File: src/rtl/isa_bus_sequencer.sv
// ISA bus cycle sequencer: one I/O or memory read/write per request, parametrised phase lengths.
// Optional IOCHRDY wait-state extension with timeout is enabled by defining IOCHRDY_EN.
module isa_bus_sequencer #(
   parameter int SETUP_CYCLES        = 1,
   parameter int WRITE_STROBE_CYCLES = 4,
   parameter int READ_STROBE_CYCLES  = 5,
   parameter int RECOVERY_CYCLES     = 0,
   parameter int TIMEOUT_CYCLES      = 64
) (
   input  logic       clk,
   input  logic       reset,
   input  logic [7:0] control_in,
   input  logic       iochrdy,
   output logic       address_load,
   output logic       data_load,
   output logic       IOW,
   output logic       IOR,
   output logic       MEMW,
   output logic       MEMR,
   output logic       control_reset,
   output logic       busy,
   output logic       bus_error
);

   localparam int MAX_SW  = (SETUP_CYCLES > WRITE_STROBE_CYCLES) ? SETUP_CYCLES : WRITE_STROBE_CYCLES;
   localparam int MAX_RR  = (READ_STROBE_CYCLES > RECOVERY_CYCLES) ? READ_STROBE_CYCLES : RECOVERY_CYCLES;
   localparam int MAX_ALL = (MAX_SW > MAX_RR) ? MAX_SW : MAX_RR;
   localparam int CW      = $clog2(MAX_ALL + 1);

   localparam logic [CW-1:0] SETUP_LAST   = CW'(SETUP_CYCLES - 1);
   localparam logic [CW-1:0] WRITE_LAST   = CW'(WRITE_STROBE_CYCLES - 1);
   localparam logic [CW-1:0] READ_LAST    = CW'(READ_STROBE_CYCLES - 1);
   localparam logic [CW-1:0] RECOVER_LAST = CW'((RECOVERY_CYCLES > 0) ? RECOVERY_CYCLES - 1 : 0);

   typedef enum logic [2:0] {IDLE, ADDR, WDATA, STROBE, RECOVER, CTRL_RESET} state_t;

   state_t          state_q, state_d, afterStrobe;
   logic [CW-1:0]   cnt_q, cnt_d, strobeLast;
   logic            isRead_q, isRead_d, isMem_q, isMem_d;
   logic            armed_q, armed_d, busErr_q, busErr_d;
   logic            addrLoad_q, addrLoad_d, dataLoad_q, dataLoad_d;
   logic            iow_q, iow_d, ior_q, ior_d, memw_q, memw_d, memr_q, memr_d;
   logic            ctrlReset_q, ctrlReset_d, busy_q, busy_d;
   logic            rdyOk;
   logic            unusedInputs;

`ifdef IOCHRDY_EN
   localparam int            WW          = $clog2(TIMEOUT_CYCLES + 1);
   localparam logic [WW-1:0] TIMEOUT_VAL = WW'(TIMEOUT_CYCLES);

   logic          sync1_q, sync2_q;
   logic [WW-1:0] wait_q, wait_d, waitInc;

   // iochrdy is asynchronous to clk; two flops before it steers the FSM
   always_ff @(posedge clk or negedge reset) begin
      if (!reset) begin
         sync1_q <= 1'b0;
         sync2_q <= 1'b0;
         wait_q  <= '0;
      end else begin
         sync1_q <= iochrdy;
         sync2_q <= sync1_q;
         wait_q  <= wait_d;
      end
   end

   assign rdyOk        = sync2_q;
   assign waitInc      = wait_q + 1'b1;
   assign unusedInputs = ^control_in[7:3];
`else
   assign rdyOk        = 1'b1;
   assign unusedInputs = ^{control_in[7:3], iochrdy, TIMEOUT_CYCLES[0]};
`endif

   always_ff @(posedge clk or negedge reset) begin
      if (!reset) begin
         state_q     <= IDLE;
         cnt_q       <= '0;
         isRead_q    <= 1'b0;
         isMem_q     <= 1'b0;
         armed_q     <= 1'b0;
         busErr_q    <= 1'b0;
         addrLoad_q  <= 1'b1;
         dataLoad_q  <= 1'b1;
         iow_q       <= 1'b1;
         ior_q       <= 1'b1;
         memw_q      <= 1'b1;
         memr_q      <= 1'b1;
         ctrlReset_q <= 1'b1;
         busy_q      <= 1'b0;
      end else begin
         state_q     <= state_d;
         cnt_q       <= cnt_d;
         isRead_q    <= isRead_d;
         isMem_q     <= isMem_d;
         armed_q     <= armed_d;
         busErr_q    <= busErr_d;
         addrLoad_q  <= addrLoad_d;
         dataLoad_q  <= dataLoad_d;
         iow_q       <= iow_d;
         ior_q       <= ior_d;
         memw_q      <= memw_d;
         memr_q      <= memr_d;
         ctrlReset_q <= ctrlReset_d;
         busy_q      <= busy_d;
      end
   end

   // Outputs are decoded from the state being entered so they switch with the state register
   always_comb begin
      state_d     = state_q;
      cnt_d       = cnt_q;
      isRead_d    = isRead_q;
      isMem_d     = isMem_q;
      busErr_d    = busErr_q;
      strobeLast  = isRead_q ? READ_LAST : WRITE_LAST;
      afterStrobe = (RECOVERY_CYCLES > 0) ? RECOVER : CTRL_RESET;
`ifdef IOCHRDY_EN
      wait_d      = wait_q;
`endif

      case (state_q)
         IDLE: begin
            if (control_in[0] || control_in[1]) begin
               state_d  = ADDR;
               cnt_d    = '0;
               isRead_d = control_in[0];
               isMem_d  = control_in[2];
               busErr_d = 1'b0;
`ifdef IOCHRDY_EN
               wait_d   = '0;
`endif
            end
         end
         ADDR: begin
            if (cnt_q == SETUP_LAST) begin
               cnt_d   = '0;
               state_d = isRead_q ? STROBE : WDATA;
            end else begin
               cnt_d = cnt_q + 1'b1;
            end
         end
         WDATA: begin
            state_d = STROBE;
            cnt_d   = '0;
         end
         STROBE: begin
            if (cnt_q != strobeLast) begin
               cnt_d = cnt_q + 1'b1;
            end else if (armed_q) begin
               state_d = afterStrobe;
               cnt_d   = '0;
            end else begin
`ifdef IOCHRDY_EN
               wait_d = waitInc;
               if (waitInc == TIMEOUT_VAL) begin
                  state_d  = afterStrobe;
                  cnt_d    = '0;
                  busErr_d = 1'b1;
               end
`else
               state_d = afterStrobe;
               cnt_d   = '0;
`endif
            end
         end
         RECOVER: begin
            if (cnt_q == RECOVER_LAST) begin
               state_d = CTRL_RESET;
               cnt_d   = '0;
            end else begin
               cnt_d = cnt_q + 1'b1;
            end
         end
         CTRL_RESET: state_d = IDLE;
         default:    state_d = IDLE;
      endcase

      // A final strobe cycle may only complete (and strobe read data) once the channel is ready
      armed_d     = (state_d == STROBE) && (cnt_d == strobeLast) && rdyOk;
      addrLoad_d  = !(state_d == ADDR);
      dataLoad_d  = !((state_d == WDATA) || ((state_d == STROBE) && isRead_d && armed_d));
      iow_d       = !((state_d == STROBE) && !isRead_d && !isMem_d);
      ior_d       = !((state_d == STROBE) &&  isRead_d && !isMem_d);
      memw_d      = !((state_d == STROBE) && !isRead_d &&  isMem_d);
      memr_d      = !((state_d == STROBE) &&  isRead_d &&  isMem_d);
      ctrlReset_d = !(state_d == CTRL_RESET);
      busy_d      = (state_d != IDLE);
   end

   assign address_load  = addrLoad_q;
   assign data_load     = dataLoad_q;
   assign IOW           = iow_q;
   assign IOR           = ior_q;
   assign MEMW          = memw_q;
   assign MEMR          = memr_q;
   assign control_reset = ctrlReset_q;
   assign busy          = busy_q;
   assign bus_error     = busErr_q;

endmodule

File: config.mk
export PLATFORM = sky130hd
export DESIGN_NAME = isa_bus_sequencer
export DESIGN_NICKNAME = d
export VERILOG_FILES = /design/src/rtl/isa_bus_sequencer.sv
export SDC_FILE = /design/constraint.sdc
export NUM_CORES = 1
export LEC_CHECK = 0
export ABC_AREA = 1
export BUFFER_PORTS_ARGS = -buffer_cell sky130_fd_sc_hd__buf_2
export CELL_PAD_IN_SITES_DETAIL_PLACEMENT = 1
export CELL_PAD_IN_SITES_GLOBAL_PLACEMENT = 2
export CORE_MARGIN = 2
export CORE_UTILIZATION = 29
export DETAILED_ROUTE_END_ITERATION = 16
export MAX_ROUTING_LAYER = met4
export PLACE_DENSITY = 0.81
export RECOVER_POWER = 50
export SLEW_MARGIN = 20
export SYNTH_ARGS = -nofsm -noshare
export SYNTH_HDL_FRONTEND = slang
export SYNTH_SLANG_ARGS = --single-unit
File: constraint.sdc
create_clock -name clk -period 1.8 [get_ports clk]
set_input_delay 0.27 -clock clk [delete_from_list [all_inputs] [get_ports clk]]
set_output_delay 0.27 -clock clk [all_outputs]
set_load 0.05 [all_outputs]
==> results.yml, run 1 <==
final_layout:
  layout.nets: 140
  finalInstanceArea_um2: 1010
  num_antenna_cells: 0
  nFillCells: 366
  stdcell_count: 157
  drive_above_1_share_pct: 30.2
  post_synthesis_to_final_layout_area_growth_pct: 15.5
  commonest_cells_after_routing_fill_and_taps_aside: "sky130_fd_sc_hd__nand2_1 (34), sky130_fd_sc_hd__inv_1 (13), sky130_fd_sc_hd__nand3_1 (13)"
  area_taken_by_multi_input_logic_gates_um2: 385
  ff_latch_area_um2: 409
  post-route-util_pct: 35.9
  layout_commonest_cell: "sky130_fd_sc_hd__nand2_1"
placement:
  place_inst: 152
  detailedPlacementHpwl_um: 1530
  place_congestion: 0.769
  placement.setup.worst_slack_ns: 0.222
  dpl-instance-area_um2: 965
  place.port_buffers: 12
clock_network:
  ctsResizeCount: 0
  insertion_delay_ns: 0.28
  cts_tree: "built"
  clk_path_buf_depth: 2
  clock_sinks: 16
  number_of_h_tree_levels: 1
  clock-root-buffer: "sky130_fd_sc_hd__clkbuf_4"
  clkTransAtPathRegs_ns: 0.09
  cts_made_buffers: 3
  number_of_buffers_added_for_setup_after_cts: 0
route:
  drtIter0Drc: 8
  post_drt_via_cell_ratio: 4.62
  post_drt_wl_per_cell_um: 12.1
  route.antenna.remaining_nets: 0
  drt_drc_violations_left: 0
  route.vias.total: 726
  first_pass_iteration_count_of_the_detailed_router: 4
  route.final.wire_length_um: 1900
global_routing:
  grt_pass1_wl_um: 3330
  grt_use_total_pct: 13.2
  first_global_vias: 802
  number_of_antenna_violations_at_the_first_check_in_global_routing: 0
  grt-ovfl-total: 0
  largest_net_degree_at_the_start_of_global_routing: 17
setup_path:
  worst_setup_path_end_kind: "flop"
  reg2reg_to: "data_load$_DFF_PN1_"
  cp_num_buf_inv: 3
  cp-startpoint: "cnt_q[0]$_DFF_PN0_"
  startpoint_type: "flop"
  destination_of_the_critical_timing_path: "data_load$_DFF_PN1_"
  setup.worst_path.class: "reg2reg"
  worst_r2r_path_depth: 12
  slowest_stage: "sky130_fd_sc_hd__dfrtp_1"
  crit_path_max_incr_delay_ns: 0.43
  critical_path.top_delay_family: "simple AND/OR/NAND/NOR gates"
  critical_path_required_ns: 2.02
  path_depth: 12
  cp_arrival_ns: 1.81
  cp_most_frequent_cell: "sky130_fd_sc_hd__inv_1"
  worstPathCellList: "inv_1 > ha_1 > nand2_2 > inv_1 > nand3_1 > nand3_2 > nand2_4 > nand2_2 > nor2_4 > nand3_1 > nand2_1 > inv_1"
  maximum_net_fanout_on_the_critical_path: 6
  crit-reg2reg-launch: "cnt_q[0]$_DFF_PN0_"
  r2r_slack_ns: 0.21
timing:
  layout_setup_ws_ns: 0.209
  worst-slew-pin-transition_ns: 0.810
  fin_hold_ws_ns: 0.266
  timing.clock.skew_ns: 0.00397
  setup_total_negative_slack_ns: 0
  min_period_ns: 1.59
  timing_max_transition_violations_final: 0
  finalHoldViolCount: 0
  max-slew-margin-rel_pct: 46.0
  post-route-period-util_pct: 88.4
  rsz0062_at_grt: "no"
  timing.final.setup_violations: 0
  max_freq_ghz: 0.628
job:
  maxCapViolCount: 0
die:
  i_o_pins: 20
  start_util_pct: 31.1
  floorplan.die_area_um2: 3470
  fp-row-count: 19
  fp.dieH_um: 58.9
  design.core.area_um2: 2810
  chipWidth_um: 58.9
power:
  leakagePower_nw: 0.520
  fin_total_pwr_mw: 2.07
  peakVddDrop_mv: 0.835
  power-per-cell-area_nw_per_um2: 2050
synth:
  mappedNetlistNets: 123
  synth_cell_types: 22
  number_of_synthesized_register_bits: 16
  postSynthAreaPerCell_um2: 7.94
  synthCells: 110
  postSynth.asyncResetShare_pct: 100
  synth_flop_cell: "sky130_fd_sc_hd__dfrtp_1"
  synth.cell_area_um2: 873
  seq_area_frac_synth_pct: 46.8
  synth.yosys.warnings: 0
  synth_edf_count: 0
run_status:
  outcome: "finished clean"
min_path:
  hold_class: "in2reg"
[per-layer routing]
layer	part of all wire [%]	routed length (um)	up-vias	GRT usage, %
li1	-	-	370	-
met1	44	846	343	15.1
met2	52	985	9	21.6
met3	1.7	33	4	2.42
met4	2.0	38	0	7.79
met5	0	0	-	-
[synth_stat cells, types with 2 or more instances]
master | instances | share of area [%]
sky130_fd_sc_hd__dfrtp_1 | 9 | 26
sky130_fd_sc_hd__dfstp_2 | 7 | 21
sky130_fd_sc_hd__ha_1 | 2 | 2.9
sky130_fd_sc_hd__inv_1 | 13 | 5.6
sky130_fd_sc_hd__inv_2 | 6 | 2.6
sky130_fd_sc_hd__nand2_1 | 34 | 15
sky130_fd_sc_hd__nand2_2 | 5 | 3.6
sky130_fd_sc_hd__nand3_1 | 13 | 7.4
sky130_fd_sc_hd__nor2_1 | 6 | 2.6
sky130_fd_sc_hd__nor2_4 | 2 | 2.6
sky130_fd_sc_hd__o21ai_1 | 2 | 1.1
[what timing repair did]
action | in CTS | in global routing
hold buffers | 1 | 0
setup endpoints to repair | 0 | 0
hold endpoints to repair | 9 | 0
[cell type report]
| cell class | instances | share of cell area, % |
|---|---|---|
| clock buffers | 4 | 3.60 |
| repair buffers | 13 | 6.70 |
| inverters | 19 | 7.07 |
| well taps | 31 | 3.85 |
| multi-input cells | 74 | 38.2 |
| flip-flops and latches | 16 | 40.6 |
[where the power goes]
group          switching, mW  leakage, nW  total [mW]  internal [mW]
registers              0.110        0.182       0.637          0.527
logic                  0.856        0.317        1.21          0.350
clock network          0.106       0.0210       0.229          0.123
[worst min path at each step]
stage                      endpoint  slack (ns)           from  depth (start not counted)
3_5_place_dp   state_q[0]$_DFF_PN0_        0.19          reset                          1
6_report              IOW$_DFF_PN1_        0.27  control_in[2]                          3
4_1_cts               IOW$_DFF_PN1_        0.26  control_in[2]                          3
3_3_place_gp   state_q[2]$_DFF_PN0_        0.19          reset                          1
2_1_floorplan        busy$_DFF_PN0_       -0.03          reset                          0
5_1_grt               IOR$_DFF_PN1_        0.28  control_in[2]                          3
[tightest hold or removal path, cell delays in order]
cell and delay (ns):
sky130_fd_sc_hd__buf_2 0.08, sky130_fd_sc_hd__o21ai_1 0.10, sky130_fd_sc_hd__nand2_1 0.08
[sequential cells by signal (all words and copies together) (netlist names)]
register and count:
cnt_q 3, isMem_q 1, MEMR 1, IOW 1
control_reset 1, state_q 3, isRead_q 1, data_load 1
address_load 1, busy 1, MEMW 1, IOR 1
[cell families (layout without fill, tap and decap cells)]
logic type	after synthesis	after routing	synth area share [%]
AND/OR/NAND/NOR	64	64	35.1
buffers and inverters	20	36	9.03
flip-flops	16	16	46.8
AO/OA/AOI/OAI	6	6	4.73
adder cells (fa/ha/maj)	2	2	2.86
other	1	1	0.429
XOR/XNOR	1	1	1.00
Power figures use the tool's default switching activity.
==> inputs of run 2 (changes only) <==
ABC_AREA = not set   (was 1)
CORE_UTILIZATION = 32   (was 29)
==> run 2 against run 1 <==
The run now ends with setup timing left. Fmax shrank 16%. Routed wire length grew 25%. Power grew 29%. Design area grew 28%. Die area shrank 11%. Count of clock-buffer cells in the layout is the same. Worst hold slack lost 0.028 ns. Synthesized cell count shrank 26%. Clock skew is essentially flat. Sequential share of layout area shrank 8.7 points. Core utilization grew 16 points. Critical endpoint unchanged. Largest cell class is now multi-input combinational cells.
==> results.yml, run 2 <==
timing:
  min_period_ns: 1.89
  finalHoldViolCount: 0
  timing.clock.skew_ns: 0.00364
  timing_max_transition_violations_final: 0
  rsz0062_at_grt: "yes"
  worst-slew-pin-transition_ns: 0.832
  post-route-period-util_pct: 105
  fin_hold_ws_ns: 0.238
  setup_total_negative_slack_ns: -0.0901
  max_freq_ghz: 0.529
  max-slew-margin-rel_pct: 44.5
  timing.final.setup_violations: 1
  layout_setup_ws_ns: -0.0901
power:
  power_frac_comb_pct: 67.7
  power.share.clock_pct: 9.0
  p_sw_share_pct: 43.4
  cell_internal_pwr_mw: 1.51
  power-per-cell-area_nw_per_um2: 2080
  peakVddDrop_mv: 1.03
  fin_total_pwr_mw: 2.68
  share_seq_of_total_power_pct: 23.3
  leakagePower_nw: 0.576
  power_switching_mw: 1.16
global_routing:
  grt_pass1_wl_um: 3560
  largest_net_degree_at_the_start_of_global_routing: 17
  grt-ovfl-total: 0
  first_global_vias: 755
  number_of_antenna_violations_at_the_first_check_in_global_routing: 0
  grt_use_total_pct: 14.6
route:
  route.vias.total: 773
  first_pass_iteration_count_of_the_detailed_router: 4
  post_drt_via_cell_ratio: 5.05
  drtIter0Drc: 9
  post_drt_wl_per_cell_um: 15.6
  route.antenna.remaining_nets: 0
  route.final.wire_length_um: 2390
  drt_drc_violations_left: 0
run_status:
  outcome: "finished, violations left"
  violations_in_the_final_reports: "setup timing"
die:
  chipWidth_um: 55.6
  fp.dieH_um: 55.6
  fp-row-count: 18
  floorplan.die_area_um2: 3090
  i_o_pins: 20
  design.core.area_um2: 2500
  start_util_pct: 34.0
clock_network:
  cts_tree: "built"
  clock-root-buffer: "sky130_fd_sc_hd__clkbuf_4"
  number_of_h_tree_levels: 1
  clock_sinks: 16
  cts_made_buffers: 3
  insertion_delay_ns: 0.29
  clkTransAtPathRegs_ns: 0.10
  clk_path_buf_depth: 2
synth:
  postSynthAreaPerCell_um2: 10.5
  post_synth_most_frequent_cells: "sky130_fd_sc_hd__dfrtp_1 (9), sky130_fd_sc_hd__nand2_1 (8), sky130_fd_sc_hd__dfstp_2 (7)"
  synth_flop_cell: "sky130_fd_sc_hd__dfrtp_1"
  number_of_synthesized_register_bits: 16
  mappedNetlistNets: 94
  synth.cell_area_um2: 851
  synth_cell_types: 42
  synth_edf_count: 0
  synth_largest_area_cell: "sky130_fd_sc_hd__dfrtp_1"
  ys_top_cells_by_area: "sky130_fd_sc_hd__dfrtp_1 (26%), sky130_fd_sc_hd__dfstp_2 (22%), sky130_fd_sc_hd__nand2_1 (3.5%)"
  postSynth.asyncResetShare_pct: 100
  synthCells: 81
  synthDominantCellAreaShare_pct: 26.5
  seq_area_frac_synth_pct: 48.1
  synthMostInstantiatedCell: "sky130_fd_sc_hd__dfrtp_1"
  synth.yosys.warnings: 0
placement:
  place_congestion: 0.713
  placement.setup.worst_slack_ns: -0.0638
  place_inst: 144
  dpl-instance-area_um2: 1100
  place.port_buffers: 12
  detailedPlacementHpwl_um: 1570
job:
  maxCapViolCount: 0
final_layout:
  nFillCells: 283
  top_flop_regs: "cnt_q: 3 flops, state_q: 3 flops"
  stdcell_count: 153
  layout.nets: 137
  post-route-util_pct: 51.5
  num_antenna_cells: 0
  commonest_cells_after_routing_fill_and_taps_aside: "sky130_fd_sc_hd__buf_4 (25), sky130_fd_sc_hd__buf_2 (11), sky130_fd_sc_hd__dfrtp_1 (8)"
  ff_latch_area_um2: 410
  layout_commonest_cell: "sky130_fd_sc_hd__buf_4"
  drive_above_1_share_pct: 63.4
  post_synthesis_to_final_layout_area_growth_pct: 51.2
  area_taken_by_multi_input_logic_gates_um2: 489
  finalInstanceArea_um2: 1290
min_path:
  hold_class: "in2reg"
setup_path:
  setup.worst_path.class: "reg2reg"
  cp_arrival_ns: 2.12
  startpoint_type: "flop"
  critical_path_required_ns: 2.03
  maximum_net_fanout_on_the_critical_path: 5
  worst_setup_path_end_kind: "flop"
run 2: per-layer routing:
layer / track usage [%] / share of wire, %
met5: - / 0
met4: 5.57 / 3.4
met3: 1.87 / 3.1
met2: 24.1 / 50
met1: 18.3 / 44
run 2: worst paths after layout:
kind | startpoint | endpoint | slack [ns] | cells past startpoint
max in group asynchronous | reset | state_q[2]$_DFF_PN0_ | 0.65 | 2
hold reg to reg | isMem_q$_DFF_PN0_ | IOW$_DFF_PN1_ | 0.54 | 2
hold / removal | control_in[2] | IOW$_DFF_PN1_ | 0.24 | 3
setup reg to reg | state_q[1]$_DFF_PN0_ | data_load$_DFF_PN1_ | -0.09 | 7
min in group asynchronous | reset | isRead_q$_DFF_PN0_ | 0.58 | 2
setup / recovery | state_q[1]$_DFF_PN0_ | data_load$_DFF_PN1_ | -0.09 | 7
run 2: repair_timing:
action                                 CTS  global route
pin swaps                                8             7
setup endpoints to repair                3             8
endpoints found under the hold margin    9             0
resized for setup                       10            17
buffers inserted                         1             4
hold buffers                             1             0
run 2: final cells by class:
type                    instances  share of cell area [%]
inverters                       6                    1.75
repair buffers                 41                    22.6
multi-input cells              56                    38.0
well taps                      30                    2.92
flip-flops and latches         16                    31.9
clock buffers                   4                    2.82
run 2: cells by family (layout without fill, tap and decap cells):
| family | after synthesis | in the layout | share of synthesized area (%) |
|---|---|---|---|
| xor+xnor | 1 | 1 | 1.03 |
| other cells | 1 | 1 | 0.441 |
| simple gates | 31 | 31 | 21.3 |
| mux | 2 | 2 | 2.50 |
| compound gates | 19 | 19 | 17.5 |
| buf+inv | 9 | 51 | 6.18 |
| fa+ha+maj | 2 | 2 | 2.94 |
| flops | 16 | 16 | 48.1 |
run 2: critical path, cell delays in order, from the launching register on:
cell and delay (ns):
sky130_fd_sc_hd__dfrtp_1 0.40, sky130_fd_sc_hd__buf_4 0.17, sky130_fd_sc_hd__or2b_2 0.31, sky130_fd_sc_hd__nor4_1 0.26, sky130_fd_sc_hd__a221o_1 0.24, sky130_fd_sc_hd__a221oi_2 0.05
sky130_fd_sc_hd__a32o_2 0.25, sky130_fd_sc_hd__a21oi_2 0.14
run 2: power groups by stage:
stage / registers (mW) / logic [mW] / clock network, mW
after detailed placement: 0.611 / 1.42 / 0
after global placement: 0.607 / 1.38 / 0
after floorplan: 0.824 / 0.652 / 0
after global routing: 0.640 / 1.96 / 0.256
final: 0.623 / 1.81 / 0.241
after CTS: 0.608 / 1.53 / 0.247
==> inputs of run 3 (changes only) <==
REMOVE_ABC_BUFFERS = 1   (was not set)
==> run 3 against run 2 <==
The flow still finishes with violations (setup timing). Final cell count down 2.6%. Highest routed layer unchanged. Via count shrank 3.4%. Sequential share of layout area increased by 0.83 points. Non-clock buffer count is 4 lower. First-iteration DRC count shrank 78%. Die area stayed put. Largest power group unchanged. Flip-flop and latch count stayed put. Combinational power fell by 3%. Register-to-register slack better by 0.05 ns. Design area fell by 2.5%. Worst setup slack improved by 0.053 ns. Routed wire length down 7.8%.
==> results.yml, run 3 (synthesis gave the netlist of run 2 again) <==
setup_path:
  worst_r2r_path_depth: 9
  critical_path_required_ns: 2.03
  maximum_net_fanout_on_the_critical_path: 3
  cp_arrival_ns: 2.07
  r2r_slack_ns: -0.04
  crit_path_max_incr_delay_ns: 0.39
  startpoint_type: "flop"
  slowest_stage: "sky130_fd_sc_hd__dfrtp_1"
  setup.worst_path.class: "reg2reg"
  worst_setup_path_end_kind: "flop"
  reg2reg_to: "data_load$_DFF_PN1_"
  crit-reg2reg-launch: "cnt_q[1]$_DFF_PN0_"
  worstPathCellList: "inv_1 > ha_2 > and2b_2 > nor3_4 > buf_4 > a31o_4 > a22o_4 > a32o_2 > a21oi_2"
global_routing:
  grt-ovfl-total: 0
  first_global_vias: 767
  grt_pass1_wl_um: 3800
  grt_use_total_pct: 16.2
  largest_net_degree_at_the_start_of_global_routing: 17
  number_of_antenna_violations_at_the_first_check_in_global_routing: 0
die:
  floorplan.die_area_um2: 3090
  i_o_pins: 20
  fp.dieH_um: 55.6
  chipWidth_um: 55.6
  fp-row-count: 18
  start_util_pct: 34.0
  design.core.area_um2: 2500
timing:
  min_period_ns: 1.84
  layout_setup_ws_ns: -0.0366
  worst-slew-pin-transition_ns: 0.843
  rsz0062_at_grt: "yes"
  finalHoldViolCount: 0
  max_freq_ghz: 0.544
  post-route-period-util_pct: 102
  timing.final.setup_violations: 1
  timing_max_transition_violations_final: 0
  max-slew-margin-rel_pct: 43.8
  timing.clock.skew_ns: 0.000860
final_layout:
  num_antenna_cells: 0
  post-route-util_pct: 50.2
  area_taken_by_multi_input_logic_gates_um2: 495
  layout_commonest_cell: "sky130_fd_sc_hd__buf_4"
  layout.nets: 133
  stdcell_count: 149
  post_synthesis_to_final_layout_area_growth_pct: 47.4
  nFillCells: 278
  commonest_cells_after_routing_fill_and_taps_aside: "sky130_fd_sc_hd__buf_4 (23), sky130_fd_sc_hd__buf_2 (10), sky130_fd_sc_hd__nand2_1 (8), sky130_fd_sc_hd__dfrtp_1 (8), sky130_fd_sc_hd__dfstp_2 (7)"
  top_flop_regs: "cnt_q: 3 flops, state_q: 3 flops"
  ff_latch_area_um2: 410
  drive_above_1_share_pct: 58.8
placement:
  place_congestion: 0.761
  placement.setup.worst_slack_ns: -0.0749
  detailedPlacementHpwl_um: 1510
  place_inst: 142
  place.port_buffers: 12
route:
  drtIter0Drc: 2
  route.antenna.remaining_nets: 0
  route.vias.total: 747
  route.final.wire_length_um: 2200
  post_drt_wl_per_cell_um: 14.8
  drt_drc_violations_left: 0
  first_pass_iteration_count_of_the_detailed_router: 4
  post_drt_via_cell_ratio: 5.01
power:
  share_seq_of_total_power_pct: 23.8
  leakagePower_nw: 0.565
  cell_internal_pwr_mw: 1.49
  p_sw_share_pct: 43.4
  power-per-cell-area_nw_per_um2: 2090
  power_frac_comb_pct: 67.0
  peakVddDrop_mv: 1.04
  power.share.clock_pct: 9.1
  power_switching_mw: 1.14
  fin_total_pwr_mw: 2.62
clock_network:
  number_of_h_tree_levels: 1
  cts_tree: "built"
  clock_sinks: 16
  clock-root-buffer: "sky130_fd_sc_hd__clkbuf_4"
  insertion_delay_ns: 0.29
  cts_made_buffers: 3
  clk_path_buf_depth: 2
  clkTransAtPathRegs_ns: 0.09
run_status:
  violations_in_the_final_reports: "setup timing"
  outcome: "finished, violations left"
min_path:
  holdCritStartpoint: "control_in[2]"
  worst_hold_path.endpoint: "IOW$_DFF_PN1_"
  hold_class: "in2reg"
  worstHoldPathCells: 3
job:
  maxCapViolCount: 0
[run 3: changes by cell type in the layout (fill, tap and decap cells not counted), moves of 2 or more]
cell,change
sky130_fd_sc_hd__buf_4,-2
sky130_fd_sc_hd__nand2_1,+2
sky130_fd_sc_hd__nand2_2,-2
sky130_fd_sc_hd__buf_6,-2
[run 3: stage by stage]
step	area [um^2]	hold slack [ns]	TNS [ns]
3_3_place_gp	1080	0.187	-0.0541
5_1_grt	1250	0.271	-0.237
4_1_cts	1180	0.275	-0.0179
3_5_place_dp	1080	0.196	-0.0749
6_report	1250	0.249	-0.0366
2_1_floorplan	821	-0.0256	0
[run 3: critical path, delay by kind of cell, from the launching register on]
kind | cells | cell delay [ns]
compound gates | 4 | 0.78
fa+ha+maj | 1 | 0.17
buf+inv | 2 | 0.19
flops | 1 | 0.39
simple gates | 2 | 0.25
[run 3: cell type report]
cell class | count | area share (%)
flip-flops and latches | 16 | 32.7
repair buffers | 37 | 20.1
well taps | 30 | 2.99
multi-input cells | 56 | 39.5
inverters | 6 | 1.80
clock buffers | 4 | 2.89
[run 3: repair_timing]
item,CTS,global route
endpoints found under the hold margin,9,0
pin swaps,5,7
setup buffers,1,2
resized for setup,9,15
setup endpoints to repair,2,9
hold buffers,1,0
[run 3: power by group through the flow]
stage	Combinational, mW	Sequential (mW)	Clock (mW)
global placement	1.36	0.615	0
CTS	1.54	0.616	0.245
finish	1.76	0.625	0.239
detailed placement	1.39	0.618	0
global route	1.92	0.645	0.258
floorplan	0.595	0.847	0
[run 3: per-layer routing]
| metal | routed length (um) | part of all wire [%] | vias to the layer above | global-route usage (%) |
|---|---|---|---|---|
| met5 | 0 | 0 | - | - |
| met3 | 54 | 2.5 | 7 | 1.87 |
| met1 | 1000 | 45 | 365 | 20.9 |
| li1 | - | - | 362 | - |
| met4 | 58 | 2.6 | 0 | 7.32 |
| met2 | 1090 | 49 | 13 | 25.5 |
[run 3: worst max-delay path by stage]
stage | from | endpoint | slack [ns] | cells after the start
2_1_floorplan | cnt_q[0]$_DFF_PN0_ | data_load$_DFF_PN1_ | 0.006 | 8
3_3_place_gp | cnt_q[0]$_DFF_PN0_ | data_load$_DFF_PN1_ | -0.05 | 9
3_5_place_dp | cnt_q[0]$_DFF_PN0_ | data_load$_DFF_PN1_ | -0.07 | 9
4_1_cts | cnt_q[0]$_DFF_PN0_ | data_load$_DFF_PN1_ | -0.02 | 7
5_1_grt | cnt_q[1]$_DFF_PN0_ | data_load$_DFF_PN1_ | -0.13 | 9
6_report | cnt_q[1]$_DFF_PN0_ | data_load$_DFF_PN1_ | -0.04 | 9
